<file path="src/rtl/hilo_muldiv_if.sv">
// hilo_muldiv_if
// Bundles the execute-stage request and HI/LO result signals of the
// multiply/divide unit so that both sides can be connected as one port.
//
// Signals:
//   start  - request strobe, only honoured while busy is low
//   op     - 00 MULT, 01 MULTU, 10 DIV, 11 DIVU
//   op1    - multiplicand / dividend (rs)
//   op2    - multiplier / divisor (rt)
//   mthi   - write wdata into HI
//   mtlo   - write wdata into LO
//   wdata  - MTHI/MTLO data
//   busy   - an operation is in flight
//   done   - single-cycle pulse, HI/LO carry the fresh result
//   hi, lo - the architectural HI/LO registers
//
// The master modport is the requester (execute stage or testbench);
// the slave modport is the multiply/divide unit itself.

interface hilo_muldiv_if;
   logic        start;
   logic [1:0]  op;
   logic [31:0] op1;
   logic [31:0] op2;
   logic        mthi;
   logic        mtlo;
   logic [31:0] wdata;
   logic        busy;
   logic        done;
   logic [31:0] hi;
   logic [31:0] lo;

   modport master (
      output start, op, op1, op2, mthi, mtlo, wdata,
      input  busy, done, hi, lo
   );

   modport slave (
      input  start, op, op1, op2, mthi, mtlo, wdata,
      output busy, done, hi, lo
   );
endinterface

</file>
<file path="src/rtl/hilo_muldiv.sv">
// hilo_muldiv
// Iterative multiply/divide back end that owns the MIPS HI/LO pair.
// A request is latched in IDLE, 32 shift-add (multiply) or restoring
// divide iterations run in RUN, and FIX applies the signs and writes
// HI/LO. Latency from the accepting edge to the result is always 33
// clock edges, independent of operation or operands.
//
// Ports:
//   clk    - rising-edge clock
//   reset  - synchronous, active-high reset
//   bus    - hilo_muldiv_if.slave carrying start/op/op1/op2, the
//            MTHI/MTLO write port, busy/done status and HI/LO outputs

module hilo_muldiv (
   input  logic           clk,
   input  logic           reset,
   hilo_muldiv_if.slave   bus
);

   typedef enum logic [1:0] {IDLE, RUN, FIX} state_t;

   state_t      state_q, state_d;
   logic [4:0]  count_q;
   logic        isDiv_q;
   logic        negResult_q;
   logic        negRem_q;
   logic        divZero_q;
   logic [63:0] prod_q;
   logic [31:0] rem_q;
   logic [31:0] opB_q;
   logic [31:0] hi_q;
   logic [31:0] lo_q;
   logic        done_q;

   logic        busy;
   logic        accept;
   logic        inRun;
   logic        inFix;

   logic        signedOp;
   logic        negA;
   logic        negB;
   logic [31:0] absA;
   logic [31:0] absB;

   logic [32:0] mulSum;
   logic [63:0] mulNext;
   logic [32:0] divShifted;
   logic [32:0] divDiff;
   logic        quotBit;
   logic [31:0] remNext;
   logic [31:0] quotNext;

   logic [63:0] mulResult;
   logic [31:0] quotResult;
   logic [31:0] remResult;

   // State register: reset always wins, which is how an in-flight
   // operation gets aborted without ever reaching FIX.
   always_ff @(posedge clk) begin
      if (reset) begin
         state_q <= IDLE;
      end else begin
         state_q <= state_d;
      end
   end

   // Next-state logic: RUN lasts exactly 32 cycles so the latency never
   // depends on operand values.
   always_comb begin
      state_d = state_q;
      case (state_q)
         IDLE:    if (bus.start) state_d = RUN;
         RUN:     if (count_q == 5'd31) state_d = FIX;
         FIX:     state_d = IDLE;
         default: state_d = IDLE;
      endcase
   end

   // Output/control decode from the current state. busy covers RUN and
   // FIX, so the cycle that follows FIX already reports idle and can
   // take the next request in the same cycle that done is high.
   always_comb begin
      busy   = (state_q != IDLE);
      accept = (state_q == IDLE) && bus.start;
      inRun  = (state_q == RUN);
      inFix  = (state_q == FIX);
   end

   // Operand magnitudes. Signed ops work on absolute values and fix up
   // the sign in FIX; the most negative value maps to itself, which is
   // still the correct unsigned magnitude 2^31.
   always_comb begin
      signedOp = ~bus.op[0];
      negA     = signedOp & bus.op1[31];
      negB     = signedOp & bus.op2[31];
      absA     = negA ? (32'd0 - bus.op1) : bus.op1;
      absB     = negB ? (32'd0 - bus.op2) : bus.op2;
   end

   // One iteration of each algorithm. Multiply keeps the multiplier in
   // the low half of the accumulator and shifts the whole thing right,
   // adding the multiplicand into the upper half when the multiplier LSB
   // is set. Divide keeps the dividend in the low half, shifting its MSB
   // into the partial remainder while quotient bits fill in from the
   // right.
   always_comb begin
      mulSum     = {1'b0, prod_q[63:32]} + (prod_q[0] ? {1'b0, opB_q} : 33'd0);
      mulNext    = {mulSum, prod_q[31:1]};
      divShifted = {rem_q, prod_q[31]};
      divDiff    = divShifted - {1'b0, opB_q};
      quotBit    = ~divDiff[32];
      remNext    = quotBit ? divDiff[31:0] : divShifted[31:0];
      quotNext   = {prod_q[30:0], quotBit};
   end

   // Sign correction applied in FIX. The remainder follows the dividend,
   // the quotient and product follow the XOR of both operand signs.
   always_comb begin
      mulResult  = negResult_q ? (64'd0 - prod_q) : prod_q;
      quotResult = negResult_q ? (32'd0 - prod_q[31:0]) : prod_q[31:0];
      remResult  = negRem_q ? (32'd0 - rem_q) : rem_q;
   end

   // Datapath registers: load on accept, step once per RUN cycle.
   always_ff @(posedge clk) begin
      if (reset) begin
         count_q     <= 5'd0;
         isDiv_q     <= 1'b0;
         negResult_q <= 1'b0;
         negRem_q    <= 1'b0;
         divZero_q   <= 1'b0;
         prod_q      <= 64'd0;
         rem_q       <= 32'd0;
         opB_q       <= 32'd0;
      end else if (accept) begin
         count_q     <= 5'd0;
         isDiv_q     <= bus.op[1];
         negResult_q <= negA ^ negB;
         negRem_q    <= negA;
         divZero_q   <= (bus.op2 == 32'd0);
         rem_q       <= 32'd0;
         if (bus.op[1]) begin
            prod_q <= {32'd0, absA};
            opB_q  <= absB;
         end else begin
            prod_q <= {32'd0, absB};
            opB_q  <= absA;
         end
      end else if (inRun) begin
         count_q <= count_q + 5'd1;
         if (isDiv_q) begin
            prod_q <= {prod_q[63:32], quotNext};
            rem_q  <= remNext;
         end else begin
            prod_q <= mulNext;
         end
      end
   end

   // HI/LO registers. FIX has priority, and MTHI/MTLO only land while the
   // unit is idle. A divide by zero leaves both registers untouched.
   always_ff @(posedge clk) begin
      if (reset) begin
         hi_q <= 32'd0;
         lo_q <= 32'd0;
      end else if (inFix) begin
         if (!isDiv_q) begin
            hi_q <= mulResult[63:32];
            lo_q <= mulResult[31:0];
         end else if (!divZero_q) begin
            hi_q <= remResult;
            lo_q <= quotResult;
         end
      end else if (!busy) begin
         if (bus.mthi) hi_q <= bus.wdata;
         if (bus.mtlo) lo_q <= bus.wdata;
      end
   end

   // done is registered off FIX so it is high in the cycle where HI/LO
   // first show the new result.
   always_ff @(posedge clk) begin
      if (reset) begin
         done_q <= 1'b0;
      end else begin
         done_q <= inFix;
      end
   end

   assign bus.busy = busy;
   assign bus.done = done_q;
   assign bus.hi   = hi_q;
   assign bus.lo   = lo_q;

endmodule

</file>
<file path="src/flat_wrapper.sv">
// flat-port wrapper written by rule: the top's interface ports become plain ports
module hilo_muldiv_flat 
  (clk, reset, bus_start, bus_op, bus_op1, bus_op2, bus_mthi, bus_mtlo, bus_wdata, bus_busy, bus_done, bus_hi, bus_lo);
  hilo_muldiv_if bus_i ();
  input  logic clk;
  input  logic reset;
  input wire logic [$bits(bus_i.start)-1:0] bus_start;
  input wire logic [$bits(bus_i.op)-1:0] bus_op;
  input wire logic [$bits(bus_i.op1)-1:0] bus_op1;
  input wire logic [$bits(bus_i.op2)-1:0] bus_op2;
  input wire logic [$bits(bus_i.mthi)-1:0] bus_mthi;
  input wire logic [$bits(bus_i.mtlo)-1:0] bus_mtlo;
  input wire logic [$bits(bus_i.wdata)-1:0] bus_wdata;
  output wire logic [$bits(bus_i.busy)-1:0] bus_busy;
  output wire logic [$bits(bus_i.done)-1:0] bus_done;
  output wire logic [$bits(bus_i.hi)-1:0] bus_hi;
  output wire logic [$bits(bus_i.lo)-1:0] bus_lo;
  assign bus_i.start = bus_start;
  assign bus_i.op = bus_op;
  assign bus_i.op1 = bus_op1;
  assign bus_i.op2 = bus_op2;
  assign bus_i.mthi = bus_mthi;
  assign bus_i.mtlo = bus_mtlo;
  assign bus_i.wdata = bus_wdata;
  assign bus_busy = bus_i.busy;
  assign bus_done = bus_i.done;
  assign bus_hi = bus_i.hi;
  assign bus_lo = bus_i.lo;
  hilo_muldiv u_core (.clk(clk), .reset(reset), .bus(bus_i));
endmodule
</file>
<file path="config.mk">
export PLATFORM = sky130hd
export DESIGN_NAME = hilo_muldiv_flat
export DESIGN_NICKNAME = d
export VERILOG_FILES = /design/src/rtl/hilo_muldiv_if.sv /design/src/rtl/hilo_muldiv.sv /design/src/flat_wrapper.sv
export SDC_FILE = /design/constraint.sdc
export NUM_CORES = 1
export LEC_CHECK = 0
export CORE_UTILIZATION = 35
export CTS_CLUSTER_DIAMETER = 30
export DETAILED_ROUTE_END_ITERATION = 12
export SYNTH_ARGS = -nofsm -noshare
export SYNTH_HDL_FRONTEND = slang
export SYNTH_SLANG_ARGS = --single-unit
</file>
<file path="constraint.sdc">
create_clock -name clk -period 3.9 [get_ports clk]
set_input_delay 1.17 -clock clk [delete_from_list [all_inputs] [get_ports clk]]
set_output_delay 1.17 -clock clk [all_outputs]
set_load 0.1 [all_outputs]
</file>
==> results.md, run 1 <==
* Status: finished clean
* Initial antenna violation count at 0
* Clock Skews at 31.5 ps
* Pwr Density at 427 mW/mm^2
* Core Box Area at 0.0453 mm^2
* Port Buffer Count at 168
* Ys Warns at 0
* Register Area at 0.00409 mm^2
* Worst slew margin at 31.0%
* Met3 WL post-DR at 3.37 mm
* Drt first-iter violations at 1,507
* Clock transition at the registers of the reported paths at 50 ps
* Pins over their slew limit at 0
* DR DRC count at 0
* Area taken by multi-input logic gates at 0.0111 mm^2
* DRT Wirelength at 59.5 mm
* # fillers at 4,550
* Die width at 216 um
* Worst hold path type: reg -> reg
* CTS Buffer Depth at 3
* Data arrival, critical path at 4120 ps
* H-tree levels at 2
* Largest net degree at the start of global routing at 86
* Detail Route Antenna Nets at 0
* Worst hold margin at 450 ps
* Max layer used: met4
* Synth Net Count at 2,337
* Combinational power share at 24.7%
* Synth Cell Area at 0.0160 mm^2
* Mean routed wirelength per cell at 20.0 um
* Placed cell area at 0.0186 mm^2
* Root buf cell: clkbuf_16
* Peak Freq at 0.272 GHz
* RD Place Congestion at 0.916
* Dpl hpwl at 46.3 mm
* Die Height at 216 um
* M1 WL at 27.1 mm
* Post-synth ARST share at 0%
* Final setup fails at 0
* Routed length on met2 at 27.3 mm
* Post-CTS sizing at 0
* Number of synthesized register bits at 204
* Vias at 16,500
* Worst EP required at 4330 ps
* Final hold viol count at 0
* CTS Buf Count at 49
* Final period util at 94.4%
* Sequential-to-total area share from yosys stat at 25.5%
* Top-count cell post-synth: nor2_1
* Initial core utilization at 35.4%
* TritonCTS clock tree: done
* Die area at 0.0466 mm^2
* DRT Pass-1 Iters at 6
* Actual slew at the worst max-slew pin at 1030 ps
* Switching power at 2.87 mW
* Worst skew pair latency at 590 ps
* Sw frac at 33.0%
* Area growth syn-to-layout at 27.0%
* Grt ovf at 0
* Total GRT Usage at 25.1%
* Internal at 5.81 mW
* Max_cap viols at 0
* Area contributors post-synth: dfxtp_1, a21oi_1, nor2_1, xnor2_1, ha_1
* Clk network pwr share at 48.1%
* Vias in the first global route at 15,500
* Post-synth EDFFs at 0
* Peak VDD IR at 0.358 mV
* First-pass GRT wire length at 91.2 mm
* Crit Path Category: reg -> reg
* Dominant register cell in the synthesized netlist: dfxtp_1
* I/O Pins at 169
* Crit. End Element: flip-flop
* Sequential group share of total power at 27.1%
* Layout cell share with drive strength beyond 1 at 11.4%
* Final #Nets at 2,512
* Post-CTS Hold Buffers at 0
* Crit start category: flip-flop
* Dominant cell type by area after synthesis: dfxtp_1
* Crit-path max FO at 8
* Post-synthesis cell type count at 76
* Vias per cell at 5.55
* RSZ-0062 raised after global routing: no
* Clock Sinks at 204
* Commonest cells in the netlist: nor2_1, nand2_1, a21oi_1, dfxtp_1, o21ai_0
* Post-CTS setup buffer count at 0
* Worst setup margin at 217 ps
* Tmin final at 3680 ps
* FP Rows at 78
* Cell area after layout at 0.0203 mm^2
* Worst slack at placement at -286 ps
* Syn Area/Cell at 7.41 um^2
* # diodes at 0
* Leakage at 8.13 nW
* Share of the synthesized area in the top cell type at 25.5%
* Mapped Cells at 2,162
## area by class of cell
| cell class | count | share of cell area, % |
|---|---|---|
| Tap cell | 600 | 3.69 |
| Clock buffer | 62 | 6.77 |
| Multi-Input combinational cell | 1738 | 54.7 |
| Inverter | 71 | 1.31 |
| Sequential cell | 204 | 20.1 |
| Timing Repair Buffer | 273 | 11.7 |
| Clock inverter | 28 | 1.66 |
## kinds of logic after synthesis
group | synth area share, %
buffers and inverters | 5.30
AOI/OAI and AO/OA | 27.0
xor gates and xnor gates | 10.8
and+or+nand+nor | 20.7
muxes | 4.95
DFF | 25.5
adders and majority gates | 5.72
## registers in the layout, indices dropped and copies added, names as in the netlist
name                count
u_core.bus.done         1
u_core.count_q          5
u_core.bus.hi          32
u_core.opB_q           32
u_core.bus.lo          32
u_core.rem_q           32
u_core.negResult_q      1
u_core.state_q          2
u_core.prod_q          64
u_core.isDiv_q          1
u_core.divZero_q        1
u_core.negRem_q         1
## metrics by stage
step / utilization (%) / std cells / TNS, ps / total power [mW]
after floorplan: - / 2162 / 0 / 3.81
after global placement: 41.1 / 2886 / -4700 / 4.49
after detailed placement: 41.1 / 2886 / -4460 / 4.51
after global routing: 44.9 / 2976 / 0 / 9.00
after CTS: 44.9 / 2976 / 0 / 8.71
final: 44.9 / 2976 / 0 / 8.68
## layout by cell type, fill, tap and decap left out, types with 35 or more instances in the layout
master and n:
nor2_1 249, nand2_1 231, a21oi_1 221, dfxtp_1 202, buf_4 144, o21ai_0 126
clkdlybuf4s50_1 126, xnor2_1 101, xor2_1 96, o211ai_1 81, mux2i_1 77, inv_1 70
ha_1 70, clkbuf_16 50, nor3_1 37, a21o_1 35
## worst max-delay path, cell delays in order (launching register included)
cell and delay [ps]:
dfxtp_1 300, inv_1 120, ha_1 190, inv_1 60
fa_1 390, a21o_1 170, a21oi_1 270, o211ai_1 220
a211o_1 330, a21oi_1 300, o21ai_1 230, xor2_4 360
buf_4 250, mux2i_1 250, a21oi_1 90
## power groups by stage
stage               Clock, mW  Combinational (mW)  Sequential, mW
CTS                      4.23                2.14            2.35
finish                   4.18                2.14            2.35
global route             4.33                2.30            2.37
floorplan                   0                1.15            2.66
global placement            0                2.10            2.39
detailed placement          0                2.12            2.39
## worst paths after layout
kind,from,end,slack [ps],depth (start not counted)
hold / removal,u_core.opB_q[8],u_core.opB_q[8],450,2
setup / recovery,u_core.prod_q[31],u_core.rem_q[18],220,14
hold reg to reg,u_core.opB_q[8],u_core.opB_q[8],450,2
setup reg to reg,u_core.prod_q[31],u_core.rem_q[18],220,14
## per-layer routing
metal / GRT usage [%] / vias up
met4: 8.71 / 0
met3: 2.69 / 93
li1: - / 8134
met1: 34.0 / 7740
met2: 41.2 / 548
met5: 0 / -
Power figures use the tool's default switching activity.
==> run 2: changes to the inputs <==
- CORE_MARGIN: default -> 1.5
- clock period: 3.9 -> 3.31 ns (I/O delays scaled with it)
==> run 2 against run 1 <==
  * Sequential power is 17% higher
  * Wire length is 2.5% higher
  * Hold slack worse by 2.4 ps
  * Die area is 0.93% higher
  * Register-to-register slack worse by 120 ps
  * Setup slack worse by 150 ps
==> results.md, run 2 (synthesis gave the netlist of run 1 again) <==
* Data arrival, critical path at 3660 ps (-460 ps)
* Hold worst-path end: u_core.opB_q[8]
* Reg2reg start: u_core.rem_q[2]
* Max_cap viols at 0 (unchanged)
* Worst hold margin at 447 ps (-2.36 ps)
* # placed instances at 3,017 (+4.5%)
* Crit-path max FO at 4 (-4)
* Finished Core Util at 48.5% (+3.6 points)
* Actual slew at the worst max-slew pin at 1110 ps (+79.1 ps)
* Worst Hold Path Cells at 2 (unchanged)
* Grt ovf at 0 (unchanged)
* Die Height at 217 um (+0.46%)
* Detail Route Antenna Nets at 0 (unchanged)
* Tot Pwr at 11.1 mW (+28%)
* Largest net degree at the start of global routing at 81 (-5.8%)
* Drt first-iter violations at 1,495 (-0.80%)
* First-pass GRT wire length at 93.0 mm (+2.0%)
* Cell Chain, Critical Path: clkdlybuf4s50_1 -> or4_4 -> nor4_2 -> buf_4 -> nor2b_2 -> nand2_2 -> nor3_4 -> a31oi_1 -> xor2_1 -> or2_2 -> a31oi_1 -> nor2_1
* Status: finished clean
* Initial core utilization at 35.4% (unchanged)
* Worst Reg2Reg Path Length in Cells at 10 (-4)
* H-tree levels at 2 (unchanged)
* Final #Nets at 2,655 (+5.7%)
* Final hold viol count at 0 (unchanged)
* Die area at 0.0470 mm^2 (+0.93%)
* Commonest non-fill, non-tap cells in the layout: buf_4, nor2_1, nand2_1
* Max reg flops at 64 (unchanged)
* Die width at 217 um (+0.46%)
* Register-to-register setup slack at 100 ps (-120 ps)
* Worst skew pair latency at 570 ps (-20 ps)
* DRT Pass-1 Iters at 6 (unchanged)
* Core Box Area at 0.0453 mm^2 (unchanged)
* Final period util at 97.9%
* # diodes at 0 (unchanged)
* Final setup fails at 0 (unchanged)
* Peak VDD IR at 0.395 mV (+11%)
* Finished Layout Cells at 3,122 (+4.9%)
* Vias at 17,300 (+4.7%)
* Vias in the first global route at 16,300 (+5.2%)
* Peak Freq at 0.309 GHz
* Crit-path slowest cell: or4_4
* Crit path top cell by count: a31oi_1
* CTS Buffer Depth at 3 (unchanged)
* Critical R2R Capture: u_core.bus.hi[29]
* Clock Sinks at 204 (unchanged)
* Vias per cell at 5.54 (-0.23%)
* Crit. End Element: flip-flop
* Pins over their slew limit at 0 (unchanged)
* Initial antenna violation count at 0 (unchanged)
* RSZ-0062 raised after global routing: yes
* Most common cell after layout, fill and taps aside: buf_4
* DRT Wirelength at 61.0 mm (+2.5%)
* Worst EP required at 3730 ps (-600 ps)
* Mean routed wirelength per cell at 19.6 um (-2.3%)
* DR DRC count at 0 (unchanged)
* Port Buffer Count at 168 (unchanged)
* Crit start category: input pin
* Crit Path Category: in -> reg
* Buf+Inv Stages, Crit Path at 2 (-1)
* TritonCTS clock tree: done
* Clock Skews at 23.8 ps (-7.70 ps)
* Tmin final at 3240 ps
* Worst hold path type: reg -> reg
* Pwr Density at 505 mW/mm^2 (+18%)
* Worst slew margin at 25.6% (-5.5 points)
* CTS Buf Count at 52 (+6.1%)
* Largest stage delay on the critical path at 550 ps (+160 ps)
* Root buf cell: clkbuf_16
* Hold_sp: u_core.opB_q[8]
* FP Rows at 78 (unchanged)
* Clock transition at the registers of the reported paths at 40 ps (about the same)
* RD Place Congestion at 0.968 (+5.7%)
* Leakage at 9.15 nW (+13%)
* Area growth syn-to-layout at 37.0%
* Layout cell share with drive strength beyond 1 at 19.3% (+7.9 points)
* Register with the most flip-flops: u_core.prod_q
* Instance count on the critical path at 12 (-2)
* Top delay family on crit path: simple AND/OR/NAND/NOR gates
* Total GRT Usage at 25.1% (+0.067 points)
* I/O Pins at 169 (unchanged)
* Dpl hpwl at 47.5 mm (+2.7%)
==> run 2: cell count changes in the layout (fill, tap and decap cells not counted), moves of 5 or more <==
cell	before	now
clkdlybuf4s50_1	126	96
clkinvlp_4	9	2
o21ai_0	126	120
a21oi_1	221	216
a21oi_2	0	5
or4_1	14	9
buf_4	144	296
o21ai_1	2	7
or4_4	1	6
buf_12	2	12
bufinv_16	5	10
==> run 2: layout make-up <==
type,count,area (um^2)
fillers,4423,23300
multi-input cells,1738,11400
flip-flops and latches,204,4090
repair buffers,413,3520
clock buffers,67,1470
well taps,600,751
clock inverters,29,460
inverters,71,267
==> run 2: worst max-delay path by stage <==
stage	startpoint	slack, ps	to
3_3_place_gp	bus_op2[7]	-670	u_core.opB_q[28]
5_1_grt	u_core.prod_q[18]	-20	u_core.bus.hi[29]
3_5_place_dp	bus_op2[7]	-740	u_core.opB_q[28]
4_1_cts	u_core.prod_q[15]	9	u_core.bus.hi[23]
2_1_floorplan	bus_op2[7]	6	u_core.opB_q[28]
6_report	bus_op2[7]	70	u_core.opB_q[28]
==> run 2: timing repair <==
item	in CTS	in global routing
gates resized for setup	16	57
pin swaps	6	40
setup endpoints to repair	36	60
buffers inserted	4	5
hold buffers	0	0
==> run 2: through the flow <==
step | instance area (um^2) | setup TNS, ps | setup slack (ps)
6_report | 21900 | 0 | 70.1
5_1_grt | 21900 | -65.4 | -18.1
4_1_cts | 21700 | 0 | 8.57
3_5_place_dp | 19600 | -17700 | -740
3_3_place_gp | 19600 | -16400 | -673
2_1_floorplan | 16000 | 0 | 6.19
==> run 2: layer usage <==
layer | GRT usage (%) | wire length (um) | part of all wire (%) | vias up
met3 | 2.95 | 3710 | 6.1 | 123
met2 | 40.3 | 26900 | 44 | 645
met5 | 0 | 0 | 0 | -
met4 | 11.7 | 3010 | 4.9 | 0
li1 | - | - | - | 8427
met1 | 33.7 | 27400 | 45 | 8091
==> run 2: power by group <==
part / internal (mW) / switching, mW / total (mW)
clock network: 3.90 / 1.63 / 5.53
registers: 2.61 / 0.147 / 2.76
logic: 1.09 / 1.71 / 2.80
==> run 2: worst reg2reg max path, stage by stage, from the launching register on <==
cell and delay, ps:
dfxtp_1 300, or4_4 570, nor3_4 250, nand3_1 160, or4_4 490, or3_1 380
o31ai_2 230, xnor2_1 190, a221o_1 370, a21oi_2 110, nor3_1 50
==> run 3: changes to the inputs <==
- CORE_ASPECT_RATIO: default -> 1.1
- MAX_ROUTING_LAYER: default -> met4
- SETUP_SLACK_MARGIN: default -> 0.05
==> run 3 against run 2 <==
  * Critical path depth shrank 2
  * Register-to-register slack lost 80 ps
  * Count of clock-buffer cells in the layout grew 4
  * Die area is essentially flat
  * Clock skew grew 20 ps
  * Sequential share of layout area shrank 0.38 points
  * Setup slack lost 46 ps
  * Wire length grew 3.7%
  * Global-route usage grew 2.2 points
  * Cell count grew 0.99%
==> results.md, run 3 (synthesis gave the netlist of run 1 again) <==
* Hold_sp: u_core.opB_q[5]
* Crit. End Element: flip-flop
* Die width at 207 um (-4.6%)
* Hold worst-path end: u_core.opB_q[5]
* Post-CTS Hold Buffers at 0 (unchanged)
* Mean routed wirelength per cell at 20.1 um (+2.7%)
* RSZ-0062 raised after global routing: yes
* Sw frac at 32.2% (+0.77 points)
* Sequential group share of total power at 24.3% (-0.6 points)
* DR DRC count at 0 (unchanged)
* Peak Freq at 0.304 GHz (-1.4%)
* Switching power at 3.62 mW (+3.8%)
* Worst Reg2Reg Path Length in Cells at 10 (unchanged)
* Final hold viol count at 0 (unchanged)
* CTS Buf Count at 56 (+7.7%)
* Worst skew pair latency at 600 ps (+30 ps)
* Finished Layout Cells at 3,153 (+0.99%)
* Worst slack at placement at -617 ps (+124 ps)
* Worst slew margin at 27.4% (+1.9 points)
* Port Buffer Count at 168 (unchanged)
* Worst setup margin at 23.7 ps (-46.4 ps)
* Worst Hold Path Cells at 2 (unchanged)
* TritonCTS clock tree: done
* Pwr Density at 501 mW/mm^2 (-0.77%)
* Status: finished clean
* Detail Route Antenna Nets at 0 (unchanged)
* Max_cap viols at 0 (unchanged)
* Finished Core Util at 49.4% (+0.95 points)
* Crit Path Category: reg -> reg
* Crit start category: flip-flop
* Max reg flops at 64 (unchanged)
* Crit-path slowest cell: or4_4
* Fin Setup TNS at 0 ps (unchanged)
* Largest net degree at the start of global routing at 128 (+58%)
* Final period util at 99.3% (+1.4 points)
* Final #Nets at 2,691 (+1.4%)
* First-pass GRT wire length at 96.3 mm (+3.6%)
* Reg2reg start: u_core.prod_q[15]
* Crit path top cell by count: or3_4
* Data arrival, critical path at 3780 ps (+120 ps)
* Dpl hpwl at 48.9 mm (+3.0%)
* Die area at 0.0470 mm^2 (about the same)
* Die Height at 227 um (+4.8%)
* Tmin final at 3290 ps (+46.4 ps)
* # fillers at 4,384 (-0.88%)
* H-tree levels at 2 (unchanged)
* Vias at 17,600 (+1.8%)
* Layout cell share with drive strength beyond 1 at 21.9% (+2.5 points)
* FP Rows at 82 (+5.1%)
* Root buf cell: clkbuf_16
* Worst hold path type: reg -> reg
* Register with the most flip-flops: u_core.prod_q
* Peak VDD IR at 0.376 mV (-5.0%)
* Grt ovf at 0 (unchanged)
* Worst hold margin at 452 ps (+4.76 ps)
* Initial antenna violation count at 1 (+1)
* Crit-path max FO at 3 (-1)
* Buf+Inv Stages, Crit Path at 1 (-1)
* Core Box Area at 0.0453 mm^2 (+0.14%)
* DRT Wirelength at 63.3 mm (+3.7%)
* Area growth syn-to-layout at 39.9%
* Pins over their slew limit at 0 (unchanged)
* Clock Skews at 43.8 ps (+20.0 ps)
* Top delay family on crit path: simple AND/OR/NAND/NOR gates
* Vias per cell at 5.58 (+0.79%)
* Clk network pwr share at 49.6% (-0.3 points)
* Initial core utilization at 35.3% (-0.051 points)
* # placed instances at 3,033 (+0.53%)
* Actual slew at the worst max-slew pin at 1090 ps (-23.7 ps)
* Clock Sinks at 204 (unchanged)
* Most common cell after layout, fill and taps aside: buf_4
* Largest stage delay on the critical path at 550 ps (about the same)
* I/O Pins at 169 (unchanged)
* RD Place Congestion at 0.956 (-1.2%)
* Commonest non-fill, non-tap cells in the layout: buf_4, nor2_1, nand2_1
* CTS Buffer Depth at 3 (unchanged)
* Total GRT Usage at 27.4% (+2.2 points)
* Combinational power share at 26.1% (+0.8 points)
* Drt first-iter violations at 1,230 (-18%)
* Vias in the first global route at 16,800 (+3.0%)
* Worst EP required at 3810 ps (+80 ps)
* DRT Pass-1 Iters at 5 (-1)
* Cell Chain, Critical Path: or4_4 -> nor4b_4 -> nand4_4 -> buf_6 -> or2_4 -> or3_4 -> or3_4 -> o31ai_4 -> xor2_1 -> a221oi_1
* Final setup fails at 0 (unchanged)
* Critical R2R Capture: u_core.bus.hi[31]
* Register-to-register setup slack at 20 ps (-80 ps)
* Leakage at 9.37 nW (+2.4%)
* Internal at 7.61 mW (+0.18%)
* Clock transition at the registers of the reported paths at 40 ps (about the same)
[run 3: cell count changes in the layout (fill, tap and decap cells not counted), moves of 6 or more]
| cell | change |
|---|---|
| nor2_1 | -6 |
| clkinv_4 | -8 |
| clkinvlp_4 | +8 |
| buf_4 | +34 |
| clkinv_2 | +6 |
[run 3: timing repair]
item | in CTS | in global routing
pin swaps | 16 | 47
resized for setup | 28 | 84
buffers inserted | 3 | 10
endpoints found under the setup margin | 50 | 78
cloned | 0 | 0
[run 3: cell type report]
| cell class | instances | area (um^2) | share of cell area [%] |
|---|---|---|---|
| multi-input cells | 1738 | 11600 | 51.7 |
| flip-flops and latches | 204 | 4090 | 18.3 |
| repair buffers | 445 | 3740 | 16.7 |
| clock buffers | 71 | 1530 | 6.82 |
| well taps | 588 | 736 | 3.28 |
| clock inverters | 35 | 452 | 2.02 |
| inverters | 71 | 267 | 1.19 |
| diodes | 1 | 2.50 | 0.0112 |
[run 3: worst min-delay path: cells and delay by family (launching register included)]
family / cells / cell delay, ps
AO/OA/AOI/OAI: 1 / 50
flip-flops: 1 / 300
AND/OR/NAND/NOR: 1 / 50
[run 3: metal layers]
metal	vias to the layer above	global-route usage (%)	share of wire, %
met3	123	4.41	7.6
met2	666	42.6	45
met1	8324	35.4	44
met5	-	-	0
met4	0	10.7	3.6
li1	8482	-	-
[run 3: worst max-delay path by stage]
| stage | start | end | slack (ps) | depth (start not counted) |
|---|---|---|---|---|
| 2_1_floorplan | bus_op1[13] | u_core.opB_q[22] | 70 | 10 |
| 3_3_place_gp | bus_op2[17] | u_core.opB_q[25] | -610 | 11 |
| 3_5_place_dp | bus_op2[17] | u_core.opB_q[25] | -620 | 11 |
| 4_1_cts | u_core.prod_q[15] | u_core.bus.hi[29] | -10 | 11 |
| 5_1_grt | u_core.prod_q[15] | u_core.bus.hi[31] | -50 | 10 |
| 6_report | u_core.prod_q[15] | u_core.bus.hi[31] | 20 | 10 |
[run 3: metrics by stage]
stage	cell area (um^2)	power, mW
finish	22400	11.2
global route	22400	11.6
detailed placement	19800	5.56
global placement	19800	5.54
CTS	22000	11.2
floorplan	16000	4.49
[run 3: power groups by stage]
stage | clock network, mW | logic (mW) | registers [mW]
after detailed placement | 0 | 2.80 | 2.76
after global placement | 0 | 2.78 | 2.76
after floorplan | 0 | 1.36 | 3.13
after global routing | 5.77 | 3.14 | 2.74
final | 5.57 | 2.93 | 2.73
after CTS | 5.63 | 2.84 | 2.72
